<file path="config.mk">
export PLATFORM = sky130hd
export DESIGN_NAME = fetch_stage
export DESIGN_NICKNAME = d
export VERILOG_FILES = /design/src/rtl/fetch_stage.sv
export SDC_FILE = /design/constraint.sdc
export NUM_CORES = 1
export LEC_CHECK = 0
export CAP_MARGIN = 30
export CORE_MARGIN = 8
export CORE_UTILIZATION = 47
export CTS_CLUSTER_DIAMETER = 80
export CTS_CLUSTER_SIZE = 28
export DETAILED_ROUTE_END_ITERATION = 8
export DONT_BUFFER_PORTS = 1
export HOLD_SLACK_MARGIN = 0.08
export SLEW_MARGIN = 20
export SYNTH_ARGS = -nofsm -noshare
export SYNTH_HDL_FRONTEND = slang
export SYNTH_SLANG_ARGS = --single-unit
</file>
<file path="constraint.sdc">
create_clock -name IF_CLK -period 4.39 [get_ports IF_CLK]
set_input_delay 0.439 -clock IF_CLK [delete_from_list [all_inputs] [get_ports IF_CLK]]
set_output_delay 0.439 -clock IF_CLK [all_outputs]
set_load 0.02 [all_outputs]
</file>
<file path="src/rtl/fetch_stage.sv">
// OTTER RV32I fetch stage: PC, synchronous imem requests and a
// 2-entry {pc, instr} queue presented to decode with redirect flush.
// Ports: IF_CLK/IF_RST_N; IMEM_RD_EN/IMEM_ADDR/IMEM_DOUT;
// BR_TAKEN/BR_TARGET; DE_READY; IF_VALID/IR/PC_COUNT/PC_PLUS4.
module fetch_stage #(
  parameter logic [31:0] RESET_PC  = 32'h0000_0000,
  parameter logic [31:0] NOP_INSTR = 32'h0000_0013
) (
  input  logic        IF_CLK,
  input  logic        IF_RST_N,
  output logic        IMEM_RD_EN,
  output logic [31:0] IMEM_ADDR,
  input  logic [31:0] IMEM_DOUT,
  input  logic        BR_TAKEN,
  input  logic [31:0] BR_TARGET,
  input  logic        DE_READY,
  output logic        IF_VALID,
  output logic [31:0] IR,
  output logic [31:0] PC_COUNT,
  output logic [31:0] PC_PLUS4
);

  typedef struct packed {
    logic [31:0] pc;
    logic [31:0] ir;
  } ent_t;

  logic [31:0] pc_q, pc_d;
  ent_t        q0_q, q0_d;
  ent_t        q1_q, q1_d;
  logic [1:0]  cnt_q, cnt_d;
  logic        infl_q, infl_d;
  logic [31:0] ipc_q, ipc_d;

  logic        pop;
  logic        resp;
  logic        issue;
  logic [2:0]  occ;
  logic [31:0] tgt;
  ent_t        new_e;
  logic        unused_br_lo;

  assign unused_br_lo = ^BR_TARGET[1:0];
  assign tgt = {BR_TARGET[31:2], 2'b00};

  assign IF_VALID = (cnt_q != 2'd0);
  assign pop  = IF_VALID & DE_READY & ~BR_TAKEN;
  // A response arriving in a redirect cycle belongs
  // to the wrong path and is dropped.
  assign resp = infl_q & ~BR_TAKEN;

  // Slots already committed after this cycle's pop;
  // every in-flight request owns one queue slot.
  assign occ = {1'b0, cnt_q} + {2'b00, infl_q}
             - {2'b00, pop};

  // No requests while reset is held.
  assign issue = IF_RST_N & (BR_TAKEN | (occ < 3'd2));

  assign IMEM_RD_EN = issue;
  assign IMEM_ADDR  = BR_TAKEN ? tgt : pc_q;

  assign new_e.pc = ipc_q;
  assign new_e.ir = IMEM_DOUT;

  always_comb begin
    pc_d   = pc_q;
    ipc_d  = ipc_q;
    infl_d = issue;
    q0_d   = q0_q;
    q1_d   = q1_q;
    cnt_d  = cnt_q;
    if (issue) begin
      ipc_d = IMEM_ADDR;
      pc_d  = IMEM_ADDR + 32'd4;
    end
    unique case (1'b1)
      BR_TAKEN: begin
        cnt_d = 2'd0;
      end
      (pop & resp): begin
        if (cnt_q == 2'd2) begin
          q0_d = q1_q;
          q1_d = new_e;
        end else begin
          q0_d = new_e;
        end
      end
      (pop & ~resp): begin
        q0_d  = q1_q;
        cnt_d = cnt_q - 2'd1;
      end
      (~pop & resp): begin
        if (cnt_q == 2'd0) q0_d = new_e;
        else               q1_d = new_e;
        cnt_d = cnt_q + 2'd1;
      end
      default: ;
    endcase
  end

  always_ff @(posedge IF_CLK or negedge IF_RST_N) begin
    if (!IF_RST_N) begin
      pc_q   <= {RESET_PC[31:2], 2'b00};
      ipc_q  <= '0;
      infl_q <= 1'b0;
      q0_q   <= '0;
      q1_q   <= '0;
      cnt_q  <= 2'd0;
    end else begin
      pc_q   <= pc_d;
      ipc_q  <= ipc_d;
      infl_q <= infl_d;
      q0_q   <= q0_d;
      q1_q   <= q1_d;
      cnt_q  <= cnt_d;
    end
  end

  assign IR       = IF_VALID ? q0_q.ir : NOP_INSTR;
  assign PC_COUNT = IF_VALID ? q0_q.pc : 32'd0;
  assign PC_PLUS4 = IF_VALID ? (q0_q.pc + 32'd4) : 32'd0;

endmodule

</file>
== Word-level counts from Yosys, hierarchy flattened ==
Index checks and enable logic that the tools add are counted.

* Add/subtract/negate cells: 6
* Multipliers: 0
* Divide/modulo/power cells: 0
* $lt $le $gt $ge: 1
* Eq/ne operators: 4
* Shifts and indexed selects: 0
* Muxes and demuxes: 11
* Bitwise logic cells: 11
* Reductions and logical operators: 7

{| class="wikitable"
|+ Operators by type and width
! kind !! count
|-
| two-way mux 64 bit || 4
|-
| case mux 64 bit (3 select lines) || 1
|-
| two-way mux 32 bit || 4
|-
| case mux 64 bit (2 select lines) || 1
|-
| adder 32 x 3 -> 32 bit (second input constant) || 2
|-
| bitwise AND 1 bit || 7
|-
| case mux 2 bit (3 select lines) || 1
|-
| nonzero test 3 bit || 2
|-
| != test 2 x 1 -> 1 bit (second input constant) || 2
|-
| nonzero test 2 bit || 2
|-
| adder 2 x 1 -> 3 bit || 1
|-
| < comparator 3 x 2 -> 1 bit (second input constant) || 1
|-
| NOT 1 bit || 3
|-
| AND reduction 3 bit || 1
|-
| subtractor 3 x 1 -> 3 bit || 1
|-
| adder 2 x 1 -> 2 bit (second input constant) || 1
|-
| equality test 2 bit (second input constant) || 1
|-
| zero test 2 bit || 1
|-
| != test 2 bit (second input constant) || 1
|-
| AND reduction 2 bit || 1
|-
| subtractor 2 x 1 -> 2 bit (second input constant) || 1
|-
| bitwise OR 1 bit || 1
|}

* Register bits after elaboration: 195
* Latch bits: 0
* RAM bits: 0
* Memory bits (read-only): 0
* Input bits: 68
* Output and inout bits: 130
* Logic and storage cells: 48
* Memories: 0

== Logic depth before layout (Yosys ltp) ==
* Depth in word-level cells: 7
* Depth in mapped cells: 17
* Depth with buffers taken out: 11

== Worst setup path after synthesis ==
No wires, ideal clock.

* Path kind: input to output
* Start point: input port BR_TAKEN
* End point: output port IMEM_RD_EN
* Arrival time: 3.664 ns
* Data required time: 3.951 ns
* Path slack: 0.287 ns
* Stages: 15
* Buffers on the path: 7
* Path through: buf_6 -> clkbuf_1 -> buf_2 -> buf_2 -> buf_2 -> nor3b_1 -> ha_1 -> nand2b_1 -> fa_1 -> xnor2_1 -> a21oi_1 -> nand2b_1 -> inv_1 -> clkbuf_1 -> clkbuf_1

* Word-level cells in the longest chain between the ends: 6

{| class="wikitable"
|+ RTL lines
! what !! RTL line !! source
|-
| start: declaration || 14 || <nowiki>input logic BR_TAKEN,</nowiki>
|-
| NOT 1 bit || 47 || <nowiki>assign pop = IF_VALID & DE_READY & ~BR_TAKEN;</nowiki>
|-
| bitwise AND 1 bit || 47 ||
|-
| subtractor 3 x 1 -> 3 bit || 55 || <nowiki>- {2'b00, pop};</nowiki>
|-
| < comparator 3 x 2 -> 1 bit || 58 || <nowiki>assign issue = IF_RST_N & (BR_TAKEN | (occ < 3'd2));</nowiki>
|-
| bitwise OR 1 bit * || 58 ||
|-
| bitwise AND 1 bit * || 58 ||
|-
| end: declaration || 11 || <nowiki>output logic IMEM_RD_EN,</nowiki>
|}

Mark *: on every way between the ends. The rest lies on a longest branch, timed or not.

== Worst setup path after layout ==
* Start point: register cnt_q[0]
* End point: output port IMEM_RD_EN

* Word-level cells in the longest chain between the ends: 7
* Elaborated cells on any way between the ends: 8
* Classes of those cells: add/sub: 2; order compare: 1; bitwise: 4; reduce/logical: 1

{| class="wikitable"
|+ RTL lines
! what !! RTL line !! source
|-
| start: declaration || 31 || <nowiki>logic [1:0] cnt_q, cnt_d;</nowiki>
|-
| start signal: assignment || 116 || <nowiki>cnt_q <= cnt_d;</nowiki>
|-
| nonzero test 2 bit || 46 || <nowiki>assign IF_VALID = (cnt_q != 2'd0);</nowiki>
|-
| bitwise AND 1 bit (2 in a row) || 47 ||
|-
| subtractor 3 x 1 -> 3 bit * || 55 ||
|-
| < comparator 3 x 2 -> 1 bit * || 58 ||
|-
| bitwise OR 1 bit * || 58 ||
|-
| bitwise AND 1 bit * || 58 ||
|}

Marked as above.

==> flow_summary.yaml <==
sta:
  tns_ns: 0
  slew_violations: 0
  fin_crit_ns: 3.474
  worstMarginPinSlew_ns: 0.8637
  skew_ns: 0.01361
  rsz0062_at_grt: "false"
  finalSetupViolCount: 0
  layout_setup_ws_ns: 0.9161
  hold_viol_final: 193
  max_clock_freq_mhz: 287.9
  period_share: 0.7913
  slew_headroom: 0.4242
  whs_ns: -0.2996
job:
  maxCapViolations: 0
yosys:
  synth-simple-area-share: 0.1966
  synth_cell_types: 54
  synthAdderAreaFrac: 0.009600
  synth_fp_nets: 1270
  synth_top_family_by_area: "simple AND/OR/NAND/NOR gates"
  synth_seq_cells: 193
  syn_area_um2: 11210
  synth-compound-area-share: 0.1944
  synth_flop_cell: "dfrtp_1"
  syn_area_per_cell_um2: 9.387
  yosysWarningCount: 0
  muxShareOfSynthArea: 0.09522
  syn_inst: 1194
  synth_xor_area_frac: 0.02735
  async_reset_ff_frac: 1.000
  synth_edf_count: 0
  ys_seq_area_frac: 0.4309
global_routing:
  overflow: 0
  busiest_layer: "met2"
  grt_start_max_net_pins: 197
  grt_pass1_wl_mm: 47.90
  grt_pass1_vias: 8522
  grtUsageMet3: 0.05352
  track_usage: 0.2067
  antenna_found_initial: 0
  use_met1: 0.2772
  use_met2: 0.3206
critical_path:
  cp_data_required_time_ns: 3.95
  reg2reg_to: "pc_q[21]$_DFFE_PN0P_"
  cp_data_arrival_time_ns: 3.03
  worst_path_max_delay_cell: "dfrtp_1"
  cpLargestDelayFamily: "adder cells"
  end_kind: "output pin"
  cp_cell_sequence: "nor2_2 -> nor3b_1 -> ha_1 -> nand2b_1 -> fa_1 -> xnor2_1 -> a21oi_1 -> nand2b_4 -> inv_1"
  crit_type: "reg -> out"
  r2r_cells: 11
  slowest_delay_ns: 0.57
  crit_buf_inv: 1
  startpoint_type: "register"
  cp_max_fo: 12
  r2r_slack_ns: 1.13
  reg2reg_from: "cnt_q[0]$_DFFE_PN0P_"
status:
  status: "complete, but fails checks"
  violations: "negative hold slack"
pwr:
  powerDensity_nw_per_um2: 736.8
  max-vdd-ir-drop_mv: 0.3036
  cellLeakagePower_nw: 5.300
clock_network:
  ctsRootBufferMaster: "clkbuf_16"
  htree_levels: 4
  cts_made_buffers: 17
  cts_sinks: 193
  cts_setup_buffers: 0
  cts_tree: "built"
  cts.clk_slew.worst_paths_ns: 0.07
  post_cts_resized: 0
  ctsLongestPathBuffers: 2
  clock_latency_ns: 0.44
detailed_routing:
  vias_per_cell: 6.075
  drc: 0
  vias: 8852
  firstDrtPassIters: 5
  drtIter0Drc: 768
  routed_wirelength_mm: 30.05
  ant_nets: 0
  wl_per_cell_um: 20.63
floorplanning:
  initial_core_util: 0.4775
  die_x_um: 170.4
  fp-row-count: 56
  core-area_um2: 23470
  die-area_um2: 29040
  pin_count: 198
  die_y_um: 170.4
finish:
  final_common_cell: "nand2_1"
  layout_common_cells: "nand2_1, dfrtp_1, mux2_2"
  postLayoutCellArea_um2: 11960
  layout-drive-gt1-share: 0.1221
  fill_cells: 2218
  nets: 1203
  syn2layout_area_growth_pct: 6.687
  n_antenna_cell: 0
  final_core_util: 0.5094
place:
  port-buffer-count: 0
  dp_worst_setup_slack_ns: 1.130
  place_hpwl_mm: 19.57
  dpl_cell_area_um2: 11390
  place.gp.congestion: 0.8432
worst_hold_path:
  hold_path.class: "in -> async"
==> per-stage QoR <==
stage / instances / total power, mW
2_1_floorplan: 1194 / 6.357
3_3_place_gp: 1426 / 7.162
3_5_place_dp: 1427 / 7.307
4_1_cts: 1457 / 8.887
5_1_grt: 1457 / 9.458
6_report: 1457 / 8.810
==> sequential cells by signal, summed over array words and instances, names as in the netlist <==
register  cells
q0_q         64
q1_q         64
pc_q         32
ipc_q        30
cnt_q         2
infl_q        1
==> where the power goes <==
group	total [mW]	leakage, nW	switching, mW	internal [mW]
Clock	1.56	0.266	0.716	0.841
Combinational	3.84	2.64	2.45	1.39
Sequential	3.42	2.39	0.788	2.63
==> synth_stat cells, drive strengths merged, types with 14 or more instances <==
library cell  number  share of area
a21o              66          0.044
a21oi             14         0.0066
a221oi            64          0.050
a311oi            63          0.049
and2              70          0.039
buf               23          0.011
clkbuf            77          0.026
dfrtp            193           0.43
inv               26         0.0087
mux2              79          0.079
mux2i             17          0.016
nand2            233          0.078
nand3             26          0.012
nand4             20          0.012
nor2              41          0.014
o21ai             41          0.018
xnor2             19          0.015
xor2              16          0.013
==> worst reg2reg max path: stages (launching register included) <==
cell and delay [ns]:
dfrtp_1 0.57, nor2_2 0.07, nor3b_1 0.27, ha_1 0.28, nand2b_1 0.15, fa_1 0.39
xnor2_1 0.13, a21oi_1 0.25, nand2b_4 0.20, inv_1 0.27, and2_1 0.29, a221o_1 0.28
==> cell families (layout without fill, tap and decap cells) <==
logic type / Yosys count / after routing
flip-flops: 193 / 193
multiplexers: 96 / 96
AO/OA/AOI/OAI: 281 / 281
buffers and inverters: 126 / 70
AND/OR/NAND/NOR: 455 / 455
adder cells (fa/ha/maj): 8 / 8
XOR/XNOR: 35 / 35
==> cell type report <==
cell class              instances  area, um2  share of cell area
multi-input cells             875       5917              0.4948
flip-flops and latches        193       4830              0.4039
clock buffers                  19      432.9             0.03620
well taps                     319      399.1             0.03338
repair buffers                 14      150.1             0.01256
clock inverters                11      131.4             0.01099
inverters                      26      97.59            0.008162
==> per-layer routing <==
layer  up-vias  wire [um]
li1       4196          -
met1      4369      13920
met2       252      13310
met3        35       2116
met4         0        707
met5         -          0
==> worst max path at each step <==
stage	slack, ns	end	from	depth (start not counted)
floorplan	0.29	IMEM_RD_EN	BR_TAKEN	15
global placement	1.15	pc_q[21]$_DFFE_PN0P_	cnt_q[0]$_DFFE_PN0P_	11
detailed placement	1.13	pc_q[21]$_DFFE_PN0P_	cnt_q[0]$_DFFE_PN0P_	11
CTS	0.90	IMEM_RD_EN	cnt_q[0]$_DFFE_PN0P_	9
global route	0.74	IMEM_RD_EN	cnt_q[0]$_DFFE_PN0P_	9
finish	0.92	IMEM_RD_EN	cnt_q[0]$_DFFE_PN0P_	9
(Power assumes the default switching activity.)
